`src/rtl/fb_pixel_writer.sv`:
```
// ============================================================================
//  Module   : fb_pixel_writer
//  Purpose  : Buffers rasterizer pixel writes in a FIFO and merges pixels that
//             share a 16-bit framebuffer word into one nibble-masked write.
//             Optional macro FB_PIXEL_WRITER_CLIP_EN drops off-screen pixels.
//  Revision : 1.0  initial release
// ============================================================================
`default_nettype none

module fb_pixel_writer #(
    parameter int FIFO_DEPTH = 8,
    parameter int FB_WIDTH   = 640,
    parameter int FB_HEIGHT  = 480,
    parameter int IDLE_FLUSH = 15
) (
    input  logic        clk,
    input  logic        areset,
    input  logic        fb_we,
    input  logic [9:0]  fb_x,
    input  logic [9:0]  fb_y,
    input  logic [3:0]  data,
    output logic        fb_ready,
    input  logic        flush,
    output logic        flush_done,
    output logic        busy,
    output logic        mem_req,
    output logic [16:0] mem_addr,
    output logic [15:0] mem_wdata,
    output logic [3:0]  mem_be,
    input  logic        mem_ack
);

    localparam int AW = $clog2(FIFO_DEPTH);
    localparam int CW = $clog2(IDLE_FLUSH + 1);

    localparam logic [16:0]   c_WORDS_PER_ROW = 17'(FB_WIDTH / 4);
    localparam logic [AW:0]   c_DEPTH         = (AW + 1)'(FIFO_DEPTH);
    localparam logic [AW:0]   c_CNT_ONE       = (AW + 1)'(1);
    localparam logic [AW-1:0] c_PTR_ONE       = AW'(1);
    localparam logic [CW-1:0] c_IDLE_LAST     = CW'(IDLE_FLUSH - 1);
    localparam logic [CW-1:0] c_IDLE_ONE      = CW'(1);

    typedef enum logic [1:0] {
        S_IDLE  = 2'd0,
        S_ACCUM = 2'd1,
        S_WRITE = 2'd2
    } state_t;

    // ------------------------------------------------------------------
    // Input side: address translation and optional clipping
    // ------------------------------------------------------------------
    logic [16:0] w_in_addr;
    logic        w_in_range;
    logic        w_push;
    logic        w_pop;

    assign w_in_addr = 17'(fb_y) * c_WORDS_PER_ROW + 17'(fb_x[9:2]);

`ifdef FB_PIXEL_WRITER_CLIP_EN
    localparam logic [10:0] c_FB_W = 11'(FB_WIDTH);
    localparam logic [10:0] c_FB_H = 11'(FB_HEIGHT);
    assign w_in_range = ({1'b0, fb_x} < c_FB_W) && ({1'b0, fb_y} < c_FB_H);
`else
    assign w_in_range = 1'b1;
`endif

    // A clipped pixel still completes its handshake; it just never enters the FIFO.
    assign w_push = fb_we && fb_ready && w_in_range;

    // ------------------------------------------------------------------
    // Pixel FIFO
    // ------------------------------------------------------------------
    logic [16:0]   r_fifo_addr [FIFO_DEPTH];
    logic [1:0]    r_fifo_nib  [FIFO_DEPTH];
    logic [3:0]    r_fifo_data [FIFO_DEPTH];
    logic [AW-1:0] r_wptr;
    logic [AW-1:0] r_rptr;
    logic [AW:0]   r_count;
    logic [AW:0]   w_count_nxt;
    logic          w_fifo_empty;

    logic [16:0]   w_head_addr;
    logic [15:0]   w_head_word;
    logic [15:0]   w_head_mask;
    logic [3:0]    w_head_be;

    assign w_fifo_empty = (r_count == '0);
    assign w_head_addr  = r_fifo_addr[r_rptr];
    assign w_head_word  = 16'(r_fifo_data[r_rptr]) << {r_fifo_nib[r_rptr], 2'b00};
    assign w_head_mask  = 16'h000F << {r_fifo_nib[r_rptr], 2'b00};
    assign w_head_be    = 4'b0001 << r_fifo_nib[r_rptr];

    always_comb begin
        w_count_nxt = r_count;
        case ({w_push, w_pop})
            2'b10:   w_count_nxt = r_count + c_CNT_ONE;
            2'b01:   w_count_nxt = r_count - c_CNT_ONE;
            default: w_count_nxt = r_count;
        endcase
    end

    always_ff @(posedge clk) begin
        if (w_push) begin
            r_fifo_addr[r_wptr] <= w_in_addr;
            r_fifo_nib[r_wptr]  <= fb_x[1:0];
            r_fifo_data[r_wptr] <= data;
        end
    end

    always_ff @(posedge clk) begin
        if (areset) begin
            r_wptr   <= '0;
            r_rptr   <= '0;
            r_count  <= '0;
            fb_ready <= 1'b1;
        end else begin
            if (w_push) begin
                r_wptr <= r_wptr + c_PTR_ONE;
            end
            if (w_pop) begin
                r_rptr <= r_rptr + c_PTR_ONE;
            end
            r_count  <= w_count_nxt;
            fb_ready <= (w_count_nxt != c_DEPTH);
        end
    end

    // ------------------------------------------------------------------
    // Combiner FSM
    // ------------------------------------------------------------------
    state_t        r_state;
    logic [CW-1:0] r_idle_cnt;
    logic          r_flush_pending;
    logic          w_flush_req;
    logic          w_cmb_busy_nxt;
    logic          w_done_now;

    assign w_flush_req = r_flush_pending || flush;
    assign w_done_now  = r_flush_pending && w_fifo_empty && (r_state == S_IDLE);

    always_comb begin
        w_pop = 1'b0;
        case (r_state)
            S_IDLE:  w_pop = !w_fifo_empty;
            S_ACCUM: w_pop = !w_fifo_empty && (w_head_addr == mem_addr);
            default: w_pop = 1'b0;
        endcase
    end

    // Combiner still holds a word after this edge unless it is idle and not
    // loading, or its write is being accepted right now.
    assign w_cmb_busy_nxt = ((r_state == S_IDLE) && w_pop)
                          || (r_state == S_ACCUM)
                          || ((r_state == S_WRITE) && !mem_ack);

    always_ff @(posedge clk) begin
        if (areset) begin
            r_state         <= S_IDLE;
            r_idle_cnt      <= '0;
            r_flush_pending <= 1'b0;
            flush_done      <= 1'b0;
            busy            <= 1'b0;
            mem_req         <= 1'b0;
            mem_addr        <= '0;
            mem_wdata       <= '0;
            mem_be          <= '0;
        end else begin
            flush_done <= 1'b0;
            busy       <= (w_count_nxt != '0) || w_cmb_busy_nxt;

            if (w_done_now) begin
                flush_done      <= 1'b1;
                r_flush_pending <= 1'b0;
            end else if (flush) begin
                r_flush_pending <= 1'b1;
            end

            case (r_state)
                S_IDLE: begin
                    if (!w_fifo_empty) begin
                        mem_addr   <= w_head_addr;
                        mem_wdata  <= w_head_word;
                        mem_be     <= w_head_be;
                        r_idle_cnt <= '0;
                        r_state    <= S_ACCUM;
                    end
                end
                S_ACCUM: begin
                    if (!w_fifo_empty) begin
                        if (w_head_addr == mem_addr) begin
                            // Later pixel to the same nibble overwrites the earlier one.
                            mem_wdata  <= (mem_wdata & ~w_head_mask) | w_head_word;
                            mem_be     <= mem_be | w_head_be;
                            r_idle_cnt <= '0;
                        end else begin
                            mem_req <= 1'b1;
                            r_state <= S_WRITE;
                        end
                    end else if (w_flush_req || (r_idle_cnt == c_IDLE_LAST)) begin
                        mem_req    <= 1'b1;
                        r_idle_cnt <= '0;
                        r_state    <= S_WRITE;
                    end else begin
                        r_idle_cnt <= r_idle_cnt + c_IDLE_ONE;
                    end
                end
                S_WRITE: begin
                    if (mem_ack) begin
                        mem_req   <= 1'b0;
                        mem_wdata <= '0;
                        mem_be    <= '0;
                        r_state   <= S_IDLE;
                    end
                end
                default: begin
                    mem_req <= 1'b0;
                    r_state <= S_IDLE;
                end
            endcase
        end
    end

endmodule

`default_nettype wire
```
`config.mk`:
```
export PLATFORM = sky130hd
export DESIGN_NAME = fb_pixel_writer
export DESIGN_NICKNAME = d
export VERILOG_FILES = /design/src/rtl/fb_pixel_writer.sv
export SDC_FILE = /design/constraint.sdc
export NUM_CORES = 1
export LEC_CHECK = 0
export CORE_MARGIN = 3
export CORE_UTILIZATION = 30
export CTS_BUF_LIST = sky130_fd_sc_hd__clkbuf_4 sky130_fd_sc_hd__clkbuf_8
export DETAILED_ROUTE_END_ITERATION = 6
export PLACE_DENSITY = 0.46
export SETUP_SLACK_MARGIN = 0.4
export SLEW_MARGIN = 5
export SYNTH_ARGS = -nofsm -noshare
export SYNTH_HDL_FRONTEND = slang
export SYNTH_SLANG_ARGS = --single-unit
```
`constraint.sdc`:
```
create_clock -name clk -period 5.3 [get_ports clk]
set_input_delay 1.06 -clock clk [delete_from_list [all_inputs] [get_ports clk]]
set_output_delay 1.06 -clock clk [all_outputs]
set_load 0.02 [all_outputs]
```
Yosys cells after proc, flatten, opt, wreduce, memory -nomap -nowiden

Memory sizes are Yosys's and may differ from the RTL's. A register that Yosys moved wholly into a read port is not among the register bits.
Index checks and enable logic that the tools add are counted.
Widths: inputs -> output; s select.

Shift operators: 3
Equal/unequal tests: 14
Muxes and demuxes: 37
Div/mod/pow operators: 0
Reduce and logical (&&, ||, !) cells: 24
Add/subtract/negate cells: 6
$lt $le $gt $ge: 0
Multiply operators: 1
Bitwise gates (word level): 6

Operators with widths:

| kind                  | number |
|---|---|
| $mux 16               | 4 |
| $pmux 16 s3           | 1 |
| $mux 4                | 8 |
| $mux 3                | 6 |
| $add 17x8->17         | 1 |
| $eq 17x17->1          | 1 |
| $and 16x16->16        | 1 |
| $not 16->16           | 1 |
| $or 16x16->16         | 1 |
| $pmux 4 s2            | 2 |
| $shl 4x4->16          | 1 |
| $shl 4x4->16 const A  | 1 |
| $mul 10x3->12 const B | 1 |
| $pmux 4 s3            | 1 |
| $mux 2                | 5 |
| $add 4x1->4 const B   | 2 |
| $ne 2x2->1 const B    | 4 |
| $reduce_and 4->1      | 2 |
| $mux 1                | 7 |
| $add 3x1->3 const B   | 2 |
| $logic_and 1x1->1     | 6 |
| $ne 3x3->1 const B    | 2 |
| $pmux 2 s3            | 1 |
| $logic_or 1x1->1      | 5 |
| other kinds (21)      | 25 |

Bits in latches: 0
Register bits after elaboration: 58
Output and inout bits: 41
Input bits: 29
Bits in writable memories: 184
Memories kept: 3
Logic and storage cells: 107
Bits in read-only memories: 0

Memories:

| name        | words | width | rd ports | clocked after Yosys merged registers in | write ports | RTL line | text |
|---|---|---|---|---|---|---|---|
| r_fifo_addr | 8     | 17    | 1        | 1                                       | 1           | 73       | `logic [16:0] r_fifo_addr [FIFO_DEPTH];` |
| r_fifo_data | 8     | 4     | 1        | 1                                       | 1           | 75       | `logic [3:0] r_fifo_data [FIFO_DEPTH];` |
| r_fifo_nib  | 8     | 2     | 1        | 1                                       | 1           | 74       | `logic [1:0] r_fifo_nib [FIFO_DEPTH];` |

Logic depth before layout (Yosys ltp)

Word-level depth: 8
Depth in mapped cells: 19
Depth with buffers taken out: 16

Least setup slack after synthesis

OpenSTA, ideal clock, no wires.

Kind: input -> register
Start point: input fb_we
End point: memory r_fifo_addr[1][0], enable pin
Slack: 1.121 ns
Cell stages on the path: 2
Data required time: 4.830 ns
Arrival: 3.709 ns
Buffers on the path: 0
Library setup time: 0.470 ns
Cells stage by stage: nand2_1 -> nor4b_1

Longest elaborated chain between the ends: 3

RTL lines:

| element                      | RTL line | text |
|---|---|---|
| start: declaration           | 18       | `input logic fb_we,` |
| $logic_and 1x1->1            | 68       | `assign w_push = fb_we && fb_ready && w_in_range;` |
| $mux 1                       | 103      | `if (w_push) begin` |
| $mux 1 (implied by the code) | 104      | `r_fifo_addr[r_wptr] <= w_in_addr;` |
| end: declaration             | 73       |  |

Every way passes these cells.

==> summary.txt <==
outcome: complete, no violations
CTS max path bufs: 3
unrepaired setup endpoints after global routing: no
Clk pwr share: 25.5%
Yosys top cell area share: 50.8%
grt met3 use: 2.41%
Netlist cell types: 55
Leakage: 4.37 nW
wire per inst: 18.8 um
share of cells above drive strength 1: 15.9%
Routed WL: 25700 um
CP Launch Type: flip-flop
grt met1 use: 18.0%
Synth Flop Type: edfxtp_1
final core utilization: 36.6%
CP Cell Sequence: buf_6 > mux4_2 > mux2i_1 > xor2_1 > o221ai_1 > nor4_4 > nand3_1 > o21ai_4 > ha_1 > xor2_1 > ha_1 > a21oi_1 > xor2_1 > nor2_1 > xnor2_1 > nor2b_1 > a31oi_1
Total Power: 6.84 mW
sw power: 2.47 mW
reg2reg path depth: 17
initial drt markers: 330
Net Sw Frac: 36.1%
Die X: 196 um
CTS hold repair buffers: 0
Synthesized Nets: 842
Req. time, crit path: 5.71 ns
Post-DP Area: 0.0122 mm^2
WHS: 0.451 ns
FILL cells: 3438
Fmax achieved: 228 MHz
post_cts resized: 0
total grt overflow: 0
largest family of logic cells by synthesized area: multiplexers
mux share of post-synthesis cell area: 10.9%
Syn Std Cell Area: 0.0109 mm^2
Die H: 196 um
initial antenna violation count: 0
total CTS buffers: 44
antenna-violating nets left: 0
hold-critical path depth: 2
register area share after synthesis: 62.0%
multi-input logic area: 0.00391 mm^2
root buf cell: clkbuf_8
max incr delay on CP: 0.53 ns
Die ar.: 0.0386 mm^2
largest net degree at the start of global routing: 46
EDFF count, synth: 184
Worst R2R Setup Slack: 0.91 ns
#FFs+latches synth: 245
post-synthesis compound-gate area fraction: 9.06%
combinational fraction of design power: 37.2%
Final Setup Violations: 0
design area: 0.0130 mm^2
Final #Nets: 928
Final Slew Violations: 0
Top cell by count, worst path: xor2_1
Post-Synth Adder-Cell Area: 3.82%
Max-slew headroom: 27.3%
Setup Fix Bufs, Post-CTS: 0
vias per cell: 4.86
area grow syn2layout: 19.8%
critical path's slowest cell: mux4_2
hpwl dp: 15900 um
Hold Fails Final Rpt: 0
Clock Pin Slew Worst Setup and Hold Paths: 0.06 ns
io pins: 70
Port Buffers: 69
top post-synthesis cells by area: edfxtp_1 (51%), dfxtp_1 (11%), mux4_2 (5.8%), mux2i_1 (4.9%), ha_1 (3.4%)
crit-path max FO: 15
top cell type by total area after synthesis: edfxtp_1
TritonRoute pass-1 iters: 4
FP Rows: 69
Setup CP Type: flip-flop to flip-flop
final setup skew: 0.0247 ns
asr flop ratio synth: 0%
ANT cells: 0
fin crit share: 82.9%
core box area: 0.0357 mm^2
routability cong.: 0.685
total internal power: 4.37 mW
gr busiest metal: met2
GRT Util Overall: 13.2%
xor/xnor share of the synthesized area: 2.66%
Critical Path AT: 4.80 ns
initial core utilization: 30.5%
Reg area: 0.00675 mm^2
worst skew pair latency: 0.55 ns
first-pass GRT wire length: 39400 um
Worst Hold Class: flip-flop to flip-flop
clk sinks: 245
post-route minimum period: 4.39 ns
Crit. End Element: flip-flop
Post-Syn Instances: 781
Max Cap Viol: 0
CTS tree: done
met2 Use GR: 21.7%
Synthesis Warnings: 0
power density over the cells: 524 mW/mm^2
VDD IR-drop max: 0.213 mV
H-Tree Depth: 2
DR vias: 6624
Synth Area in Simple Gates: 8.99%
vias in the first global route: 6591
Slew @ Worst Pin: 1.09 ns
Synth Area per Inst: 13.9 um^2
# DRC: 0
Flop pwr share: 37.3%
sum of negative setup slack: 0 ns
## layer usage
metal  share of wire (%)  vias to the layer above
li1                    -                     3222
met1                  47                     3220
met2                  47                      144
met3                 4.5                       38
met4                 1.8                        0
met5                   0                        -
## registers in the layout, summed over array words and instances, names as in the netlist, named ones only
register and cells:
r_fifo_addr 136, r_fifo_data 32, mem_addr 17, mem_wdata 16, r_fifo_nib 16, mem_be 4
r_count 4, r_idle_cnt 4, r_rptr 3, r_wptr 3, r_state 2, busy 1
fb_ready 1, flush_done 1, mem_req 1, r_flush_pending 1
## critical path, delay by kind of cell, from the launching register on
family	cells	cell delay (ns)
mux	2	0.78
simple gates	4	0.86
flops	1	0.52
buf+inv	1	0.30
xor+xnor	4	0.60
fa+ha+maj	2	0.48
compound gates	4	0.69
## synth_stat cells (7+ instances only)
| library cell | count |
|---|---|
| a21oi_1 | 29 |
| buf_1 | 9 |
| nor2b_1 | 8 |
| ha_1 | 30 |
| nor3_1 | 34 |
| nand2_1 | 25 |
| inv_1 | 16 |
| nor2_1 | 43 |
| dfxtp_1 | 61 |
| xor2_1 | 17 |
| o32a_1 | 7 |
| mux4_2 | 28 |
| nand2b_1 | 8 |
| a22o_1 | 11 |
| a41oi_1 | 12 |
| or3_1 | 7 |
| buf_2 | 10 |
| o21ai_0 | 13 |
| a211oi_1 | 36 |
| nand3_1 | 16 |
| clkbuf_1 | 29 |
| a22oi_1 | 7 |
| mux2i_1 | 53 |
| edfxtp_1 | 184 |
| xnor2_1 | 16 |
## final cells by class
type / instances / area share, %
Clock buffer: 65 / 5.85
Sequential cell: 245 / 51.8
Inverter: 17 / 0.489
Clock inverter: 16 / 0.806
Tap cell: 461 / 4.42
Multi-Input combinational cell: 467 / 30.0
Timing Repair Buffer: 92 / 6.71
## cells by family after synthesis
family,Yosys count
and+or+nand+nor,181
AOI/OAI and AO/OA,138
muxes,83
adders and majority gates,32
buffers and inverters,69
DFF,245
xor gates and xnor gates,33
## stage by stage
step	instances	setup WS [ns]
floorplan	781	1.12
finish	1363	0.909
CTS	1363	0.669
global route	1363	0.409
detailed placement	1282	0.708
global placement	1282	0.801
## power groups by stage
stage               logic [mW]  registers (mW)  clock network, mW
floorplan                 1.72            2.62                  0
global placement          2.56            2.59                  0
detailed placement        2.56            2.60                  0
CTS                       2.57            2.56               1.80
global route              2.81            2.59               1.88
finish                    2.54            2.55               1.74
## cell usage in the layout, fill, tap and decap left out, drive strengths merged, types with 6 or more instances in the layout
cell type,count
nor2b,8
a22o,11
a211oi,36
nand2b,8
nor2,43
nor4,6
buf,24
dfxtp,61
xnor2,16
ha,30
nand2,25
or3,7
mux2i,53
clkinv,13
inv,18
a21oi,29
a41oi,12
clkbuf,65
o21ai,16
clkdlybuf4s50,68
edfxtp,184
o32a,7
mux4,28
xor2,17
a22oi,7
nand3,16
nor3,34
## worst paths after layout
path | startpoint | to
max | flip-flop | busy
min reg2reg | r_flush_pending | flush_done
max reg2reg | flip-flop | busy
min | r_flush_pending | flush_done
Note: power is estimated with default switching activity, not from simulation.
